`config.mk`:
```
export PLATFORM = sky130hd
export DESIGN_NAME = uart_rx
export DESIGN_NICKNAME = d
export VERILOG_FILES = /design/src/rtl/uart_rx.sv
export SDC_FILE = /design/constraint.sdc
export NUM_CORES = 1
export LEC_CHECK = 0
export BUFFER_PORTS_ARGS = -buffer_cell sky130_fd_sc_hd__clkbuf_2
export CORE_UTILIZATION = 35
export CTS_BUF_LIST = sky130_fd_sc_hd__clkbuf_4
export DETAILED_ROUTE_END_ITERATION = 7
export GPL_TIMING_DRIVEN = 0
export PLACE_DENSITY_LB_ADDON = 0.1
export SLEW_MARGIN = 20
export SYNTH_ARGS = -nofsm -noshare
export SYNTH_HDL_FRONTEND = slang
export SYNTH_SLANG_ARGS = --single-unit
```
`constraint.sdc`:
```
create_clock -name clk -period 2.9 [get_ports clk]
set_clock_uncertainty 0.05 [all_clocks]
set_input_delay 0.58 -clock clk [delete_from_list [all_inputs] [get_ports clk]]
set_output_delay 0.58 -clock clk [all_outputs]
set_load 0.02 [all_outputs]
```
`src/rtl/uart_rx.sv`:
```
// ============================================================================
//  Module      : uart_rx
//  Description : 8N1 UART receiver with mid-bit sampling and a small receive FIFO.
//  Revision    : 1.0 - initial release
// ============================================================================
`default_nettype none

module uart_rx #(
    parameter int DIVISOR    = 868,
    parameter int FIFO_DEPTH = 4
) (
    input  logic       clk,
    input  logic       rst_n,
    input  logic       rx,
    input  logic       ready,
    output logic [7:0] data,
    output logic       valid,
    output logic       frame_err,
    output logic       overrun,
    output logic       busy
);

    localparam int          c_AW   = $clog2(FIFO_DEPTH);
    localparam logic [15:0] c_HALF = 16'(DIVISOR / 2 - 1);
    localparam logic [15:0] c_FULL = 16'(DIVISOR - 1);

    localparam logic [2:0] c_IDLE  = 3'd0;
    localparam logic [2:0] c_START = 3'd1;
    localparam logic [2:0] c_DATA  = 3'd2;
    localparam logic [2:0] c_STOP  = 3'd3;
    localparam logic [2:0] c_BREAK = 3'd4;

    logic [1:0]  r_sync;
    logic        w_rxs;
    logic [2:0]  r_state;
    logic [15:0] r_cnt;
    logic [2:0]  r_idx;
    logic [7:0]  r_shift;
    logic        r_frame_err;
    logic        r_overrun;
    logic        w_tick;
    logic        w_push;

    logic [7:0]  r_mem [FIFO_DEPTH];
    logic [c_AW:0] r_wr_ptr;
    logic [c_AW:0] r_rd_ptr;
    logic        w_full;
    logic        w_empty;
    logic        w_pop;
    logic        w_wr_en;

    always_ff @(posedge clk or negedge rst_n) begin
        if (!rst_n) begin
            r_sync <= 2'b11;
        end else begin
            r_sync <= {r_sync[0], rx};
        end
    end

    assign w_rxs  = r_sync[1];
    assign w_tick = (r_cnt == 16'd0);
    assign w_push = (r_state == c_STOP) && w_tick && w_rxs;

    always_ff @(posedge clk or negedge rst_n) begin
        if (!rst_n) begin
            r_state     <= c_IDLE;
            r_cnt       <= 16'd0;
            r_idx       <= 3'd0;
            r_shift     <= 8'd0;
            r_frame_err <= 1'b0;
        end else begin
            r_frame_err <= 1'b0;
            case (r_state)
                c_IDLE: begin
                    if (!w_rxs) begin
                        r_state <= c_START;
                        r_cnt   <= c_HALF;
                    end
                end
                c_START: begin
                    if (!w_tick) begin
                        r_cnt <= r_cnt - 16'd1;
                    end else if (!w_rxs) begin
                        r_state <= c_DATA;
                        r_cnt   <= c_FULL;
                        r_idx   <= 3'd0;
                    end else begin
                        // Start bit vanished by mid-bit: treat as line noise.
                        r_state <= c_IDLE;
                    end
                end
                c_DATA: begin
                    if (!w_tick) begin
                        r_cnt <= r_cnt - 16'd1;
                    end else begin
                        r_shift[r_idx] <= w_rxs;
                        r_cnt          <= c_FULL;
                        if (r_idx == 3'd7) begin
                            r_state <= c_STOP;
                        end else begin
                            r_idx <= r_idx + 3'd1;
                        end
                    end
                end
                c_STOP: begin
                    if (!w_tick) begin
                        r_cnt <= r_cnt - 16'd1;
                    end else if (w_rxs) begin
                        r_state <= c_IDLE;
                    end else begin
                        r_frame_err <= 1'b1;
                        r_state     <= c_BREAK;
                    end
                end
                c_BREAK: begin
                    if (w_rxs) begin
                        r_state <= c_IDLE;
                    end
                end
                default: begin
                    r_state <= c_IDLE;
                end
            endcase
        end
    end

    // Extra pointer MSB distinguishes full from empty when the index bits match.
    assign w_empty = (r_wr_ptr == r_rd_ptr);
    assign w_full  = (r_wr_ptr[c_AW] != r_rd_ptr[c_AW]) &&
                     (r_wr_ptr[c_AW-1:0] == r_rd_ptr[c_AW-1:0]);
    assign w_pop   = !w_empty && ready;
    assign w_wr_en = w_push && (!w_full || w_pop);

    always_ff @(posedge clk or negedge rst_n) begin
        if (!rst_n) begin
            r_wr_ptr  <= '0;
            r_rd_ptr  <= '0;
            r_overrun <= 1'b0;
            for (int i = 0; i < FIFO_DEPTH; i++) begin
                r_mem[i] <= 8'd0;
            end
        end else begin
            r_overrun <= w_push && w_full && !w_pop;
            if (w_wr_en) begin
                r_mem[r_wr_ptr[c_AW-1:0]] <= r_shift;
                r_wr_ptr                  <= r_wr_ptr + 1'b1;
            end
            if (w_pop) begin
                r_rd_ptr <= r_rd_ptr + 1'b1;
            end
        end
    end

    assign data      = r_mem[r_rd_ptr[c_AW-1:0]];
    assign valid     = !w_empty;
    assign frame_err = r_frame_err;
    assign overrun   = r_overrun;
    assign busy      = (r_state != c_IDLE);

endmodule

`default_nettype wire

```
==> results of run 1 <==
cell usage after synthesis, types with 2 or more instances:
master and count:
dfrtp_1 70, mux2_2 43, nand2_1 17, a21oi_1 14
nor2_1 14, or3_1 12, ha_1 9, o21ai_0 9
inv_1 8, mux4_2 8, o31ai_1 8, clkbuf_1 7
or4_1 6, buf_2 5, xnor2_1 5, nor3_1 4
nor4b_1 4, a31oi_1 3, mux2i_1 3, nand2b_1 3
nand3_1 3, nand4b_1 3, nor3_4 3, nor3b_1 3
nor4_1 3, o21a_1 3, o31a_1 3, and4_1 2
dfstp_2 2, nand3b_1 2, nand4_1 2, nor4_2 2
o211ai_1 2, or2_2 2, xor2_1 2
routing by layer:
layer / track usage, % / vias up / wire length, um
met5: 0 / - / 0
met4: 6.04 / 0 / 134
met3: 2.68 / 12 / 175
met2: 22.6 / 36 / 3380
met1: 21.9 / 1278 / 3990
li1: - / 1207 / -
critical path, stage by stage (launching register included):
cell and delay [ps]:
dfrtp_1 460, inv_1 120, ha_1 190, nor3b_1 230, and4_1 220, buf_2 180, nand2_4 110, nor3_4 540
mux2_2 400
layout make-up:
type                       count  area, um^2
buffer                        13        56.3
tap                          136         170
fill                        1029        6130
inverter                       8        30.0
clock inverter                 6        93.8
sequential                    72        1800
timing repair buffer          16         105
multi-input combinational    213        1810
clock buffer                  10        75.1
flip-flops by register name, indices dropped and copies added, names as in the netlist:
signal     count
r_rd_ptr       3
frame_err      1
r_idx          3
r_mem         32
r_wr_ptr       3
r_sync         2
r_cnt         16
r_shift        8
r_state        3
overrun        1
where the power goes:
group / switching, mW / leakage [nW] / total, mW / internal, mW
combinational: 0.148 / 0.841 / 0.254 / 0.106
clock: 0.384 / 0.0868 / 0.748 / 0.364
sequential: 0.0124 / 0.967 / 1.04 / 1.03
total: 0.544 / 1.89 / 2.04 / 1.50
layout by cell type, fill, tap and decap left out, types with 4 or more instances in the layout:
master / netlist / final
a21oi_1: 14 / 14
buf_2: 5 / 5
clkbuf_1: 7 / 7
clkbuf_2: 1 / 15
clkbuf_4: 0 / 11
dfrtp_1: 70 / 70
ha_1: 9 / 9
inv_1: 8 / 8
mux2_2: 43 / 43
mux4_2: 8 / 8
nand2_1: 17 / 17
nor2_1: 14 / 14
nor3_1: 4 / 4
nor4b_1: 4 / 4
o21ai_0: 9 / 9
o31ai_1: 8 / 8
or3_1: 12 / 12
or4_1: 6 / 6
xnor2_1: 5 / 5
metrics by stage:
| step | cells | total power [mW] | cell area, um^2 | hold slack (ps) | utilization, % |
|---|---|---|---|---|---|
| after CTS | 474 | 2.08 | 4140 | 26.2 | 40.3 |
| after global placement | 457 | 1.32 | 3940 | 298 | 38.4 |
| after floorplan | 306 | 1.24 | 3700 | 234 | - |
| after global routing | 474 | 2.16 | 4140 | 32.0 | 40.3 |
| after detailed placement | 458 | 1.32 | 3970 | 297 | 38.7 |
| final | 474 | 2.04 | 4140 | 39.2 | 40.3 |
cells by family (layout without fill, tap and decap cells):
group	Yosys count	after routing
AND/OR/NAND/NOR	92	92
flip-flops	72	72
multiplexers	54	54
AO/OA/AOI/OAI	51	51
buffers and inverters	21	53
adder cells (fa/ha/maj)	9	9
XOR/XNOR	7	7
worst paths after layout:
path,endpoint
worst max-delay path,r_mem[1]
worst min register to register,r_sync[1]
worst min-delay path,r_cnt[5]
worst max register to register,r_mem[1]
min in group clk,r_sync[0]
max in group asynchronous,r_idx[1]
==> results.ini, run 1 <==
[detailed_routing]
wl_mm = 7.68
vias = 2533
vias_per_cell = 5.34
ant_nets = 0
drt_pass1_iterations = 5
routedWlPerCell_um = 16.2
drtIter0Drc = 64
post-route-drc-count = 0

[place]
dp_hpwl_mm = 5.29
place.gp.congestion = 0.742
place.port_buffers = 15
place_ws_ps = 303

[logic_synthesis]
ys_ff_latch = 72
netlist.area_leader.share_pct = 47.4
muxShareOfSynthArea_pct = 18.8
yosys.area.top_type = dfrtp_1
synth_compound_area_share_pct = 9.13
ys_seq_area_share_pct = 48.8
syn_inst = 306
synth_top_family_by_area = multiplexers
yosys.area_share.xor_xnor_pct = 1.66
synth_top_flop_cell = dfrtp_1
synthTopCellsByArea = dfrtp_1 47%, mux2_2 13%, mux4_2 4.9%
yosys.area_share.adder_pct = 3.04
synth_area_per_cell_um2 = 12.1
synth_area_um2 = 3700
yosys.area_share.simple_pct = 16.3
yosysWarnings = 0
synth_edf_count = 0
yosysUniqueCellTypes = 52
syn_nets = 319
async_reset_ff_share_pct = 100

[critical_path]
worstPathArrival_ps = 2870
critPathLaunchType = flip-flop
end_kind = flip-flop
reg2reg_slack_ps = 280
crit_path_start = r_cnt[0]
worstReg2RegStart = r_cnt[0]
path_max_fanout = 9
reg2reg_depth = 8
crit_type = flip-flop to flip-flop
cp.required_ps = 3150

[global_routing]
grt_pass1_vias = 2474
grt_max_degree = 51
antenna_found_initial = 0
grt_overflow_total = 0
track_usage_pct = 15.2
grt_pass1_wl_mm = 13.0

[flow_run]
maxCapViolations = 0

[outcome]
outcome = complete, no violations

[floorplanning]
core_area_um2 = 10300
io_pins = 16
die_w_um = 105
rows = 37
dieArea_um2 = 11000
fp.dieH_um = 105
initial_core_util_pct = 36.0

[clocking]
cts_sinks = 72
cts_resized = 0
cts_tree = done
path_clk_slew_ps = 120
hold_buffers = 0
clock_path_buffers = 2
clk_latency_ps = 420
cts_max_level = 3
root_buffer = clkbuf_4
postCtsSetupBuffers = 0
cts-buffers-inserted = 9

[cells_and_area]
areaGrowthSynthToFinish_pct = 12.0
layout-drive-gt1-share_pct = 30.5
fin_nets = 346
num_antenna_cells = 0

[sta]
relSlewSlack_pct = 54.5
fin_ws_ps = 285
tightestPinTransition_ps = 682
setup_viol = 0
maxSlewViolCount = 0
fin_crit_sh_pct = 90.2
period_minus_slack_ps = 2620
max_freq_mhz = 382
rsz0062_at_grt = no
fin_setup_tns_ps = 0
hold_viol_final = 0

[min_path]
hold_path.class = primary input to async pin

[pwr]
p_leak_nw = 1.89
vdd_drop_max_mv = 0.332
power_density_nw_per_um2 = 493

Note: power is estimated with default switching activity, not from simulation.
==> run 2: changes to the inputs <==
CTS_BUF_LIST = not set   (was sky130_fd_sc_hd__clkbuf_4)
==> results.ini, run 2 (synthesis gave the netlist of run 1 again) <==
[min_path]
hold_path.class = primary input to async pin

[pwr]
p_leak_nw = 1.91  ; +1.0%
intPower_mw = 1.62  ; +8.3%
p_switching_mw = 0.564  ; +3.6%
power_density_nw_per_um2 = 521  ; +5.7%
seqPwrFrac_pct = 47.6  ; -3.4 points
clkPwrFrac_pct = 40.9  ; +4.3 points
combPwrFrac_pct = 11.5  ; -0.9 points
vdd_drop_max_mv = 0.330  ; -0.58%
switching_share_pct = 25.8  ; -0.87 points

[floorplanning]
initial_core_util_pct = 36.0  ; unchanged
dieArea_um2 = 11000  ; unchanged
die_w_um = 105  ; unchanged
fp.dieH_um = 105  ; unchanged
io_pins = 16  ; unchanged
rows = 37  ; unchanged
core_area_um2 = 10300  ; unchanged

[critical_path]
path_cells = inv_1 > ha_1 > nor3b_1 > and4_1 > buf_2 > nand2_4 > nor3_4 > mux2_2
path_max_fanout = 9  ; unchanged
critPathLaunchType = flip-flop
timing.critical_path.buf_inv = 2  ; unchanged
end_kind = flip-flop
crit_type = flip-flop to flip-flop
cp_slowest_stage_delay_ps = 540  ; about the same
critical_path.top_delay_family = simple AND/OR/NAND/NOR gates
worstPathArrival_ps = 2790  ; -80 ps
cp_slowest_cell = nor3_4
cp.required_ps = 3080  ; -70 ps

[clocking]
path_clk_slew_ps = 80  ; -40 ps
clk_latency_ps = 350  ; -70 ps
cts_max_level = 3  ; unchanged
postCtsSetupBuffers = 0  ; unchanged
cts_tree = done
cts_resized = 0  ; unchanged
hold_buffers = 0  ; unchanged
root_buffer = clkbuf_8
clock_path_buffers = 2  ; unchanged
cts_sinks = 72  ; unchanged
cts-buffers-inserted = 9  ; unchanged

[sta]
relSlewSlack_pct = 55.5  ; +0.91 points
fin_crit_sh_pct = 90.0  ; -0.15 points
tightestPinTransition_ps = 668  ; -13.7 ps
period_minus_slack_ps = 2610  ; -4.27 ps
setup_viol = 0  ; unchanged
max_freq_mhz = 383  ; +0.16%
fin_hold_ws_ps = 116  ; +76.3 ps
hold_viol_final = 0  ; unchanged
rsz0062_at_grt = no
fin_setup_tns_ps = 0  ; unchanged
maxSlewViolCount = 0  ; unchanged

[cells_and_area]
largestRegisters = r_mem (32), r_cnt (16), r_shift (8)
top_register = r_mem
layout_commonest_cell = dfrtp_1
areaGrowthSynthToFinish_pct = 13.4
final_cell_mix = 70 x dfrtp_1, 43 x mux2_2, 17 x nand2_1
final_core_util_pct = 40.8  ; +0.51 points
postLayoutCellArea_um2 = 4200  ; +1.3%
num_antenna_cells = 0  ; unchanged
layout-drive-gt1-share_pct = 30.2  ; -0.30 points
fin_nets = 346  ; unchanged
largest_reg_flops = 32  ; unchanged

[global_routing]
grt_pass1_vias = 2507  ; +1.3%
grt_max_degree = 51  ; unchanged
grt_pass1_wl_mm = 13.1  ; +0.69%
met2_usage_pct = 22.8  ; +0.24 points
grt_overflow_total = 0  ; unchanged
use_met1_pct = 22.0  ; +0.058 points
busiest_layer = met2
grt_util_met3_pct = 2.87  ; +0.19 points
antenna_found_initial = 0  ; unchanged
track_usage_pct = 15.3  ; +0.085 points

[detailed_routing]
vias_per_cell = 5.31  ; -0.55%
wl_mm = 7.71  ; +0.36%
drt_pass1_iterations = 4  ; -1
vias = 2519  ; -0.55%
routedWlPerCell_um = 16.3  ; +0.36%
drtIter0Drc = 77  ; +20%
ant_nets = 0  ; unchanged
post-route-drc-count = 0  ; unchanged

[place]
placed_cell_area_um2 = 3970  ; unchanged
place.gp.congestion = 0.742  ; unchanged
dp_hpwl_mm = 5.29  ; unchanged
place.port_buffers = 15  ; unchanged

[flow_run]
maxCapViolations = 0  ; unchanged

[outcome]
outcome = complete, no violations

-- run 2: cell counts in the layout (fill, tap and decap cells not counted) --
Identical to the previous run, type by type.
-- run 2: path summary, 6_finish.rpt --
check                                from          to  slack (ps)  cells after the start
worst max-delay path             r_cnt[0]    r_mem[1]         290                      8
worst min-delay path                rst_n    r_cnt[5]         120                      1
worst max register to register   r_cnt[0]    r_mem[1]         290                      8
worst min register to register  r_sync[0]   r_sync[1]         310                      0
max in group asynchronous           rst_n  r_shift[0]        2120                      2
min in group clk                       rx   r_sync[0]         270                      1
-- run 2: final cells by class --
cell class / count / area (um^2)
clock buffer: 10 / 128
multi-input combinational: 213 / 1810
timing repair buffer: 16 / 105
tap: 136 / 170
buffer: 13 / 56.3
inverter: 8 / 30.0
sequential: 72 / 1800
clock inverter: 6 / 93.8
fill: 1018 / 6080
-- run 2: power groups by stage --
| stage | Clock (mW) | Combinational (mW) | Sequential (mW) |
|---|---|---|---|
| final | 0.894 | 0.252 | 1.04 |
| after global routing | 0.975 | 0.284 | 1.04 |
| after CTS | 0.925 | 0.264 | 1.04 |
| after detailed placement | 0 | 0.263 | 1.06 |
| after global placement | 0 | 0.254 | 1.06 |
| after floorplan | 0 | 0.184 | 1.06 |
-- run 2: routing by layer --
metal | up-vias | wire length [um]
li1 | 1207 | -
met1 | 1272 | 3990
met2 | 30 | 3420
met3 | 10 | 190
met4 | 0 | 111
met5 | - | 0
-- run 2: through the flow --
stage / worst slack, ps / power (mW) / cells
floorplan: 706 / 1.24 / 306
global placement: 301 / 1.32 / 457
detailed placement: 303 / 1.32 / 458
CTS: 285 / 2.23 / 474
global route: 142 / 2.30 / 474
finish: 289 / 2.19 / 474
-- run 2: worst register-to-register path, delay by kind of cell, from the launching register on --
family | cells | cell delay (ps)
simple gates | 4 | 1110
flops | 1 | 440
mux | 1 | 410
buf+inv | 2 | 300
fa+ha+maj | 1 | 190
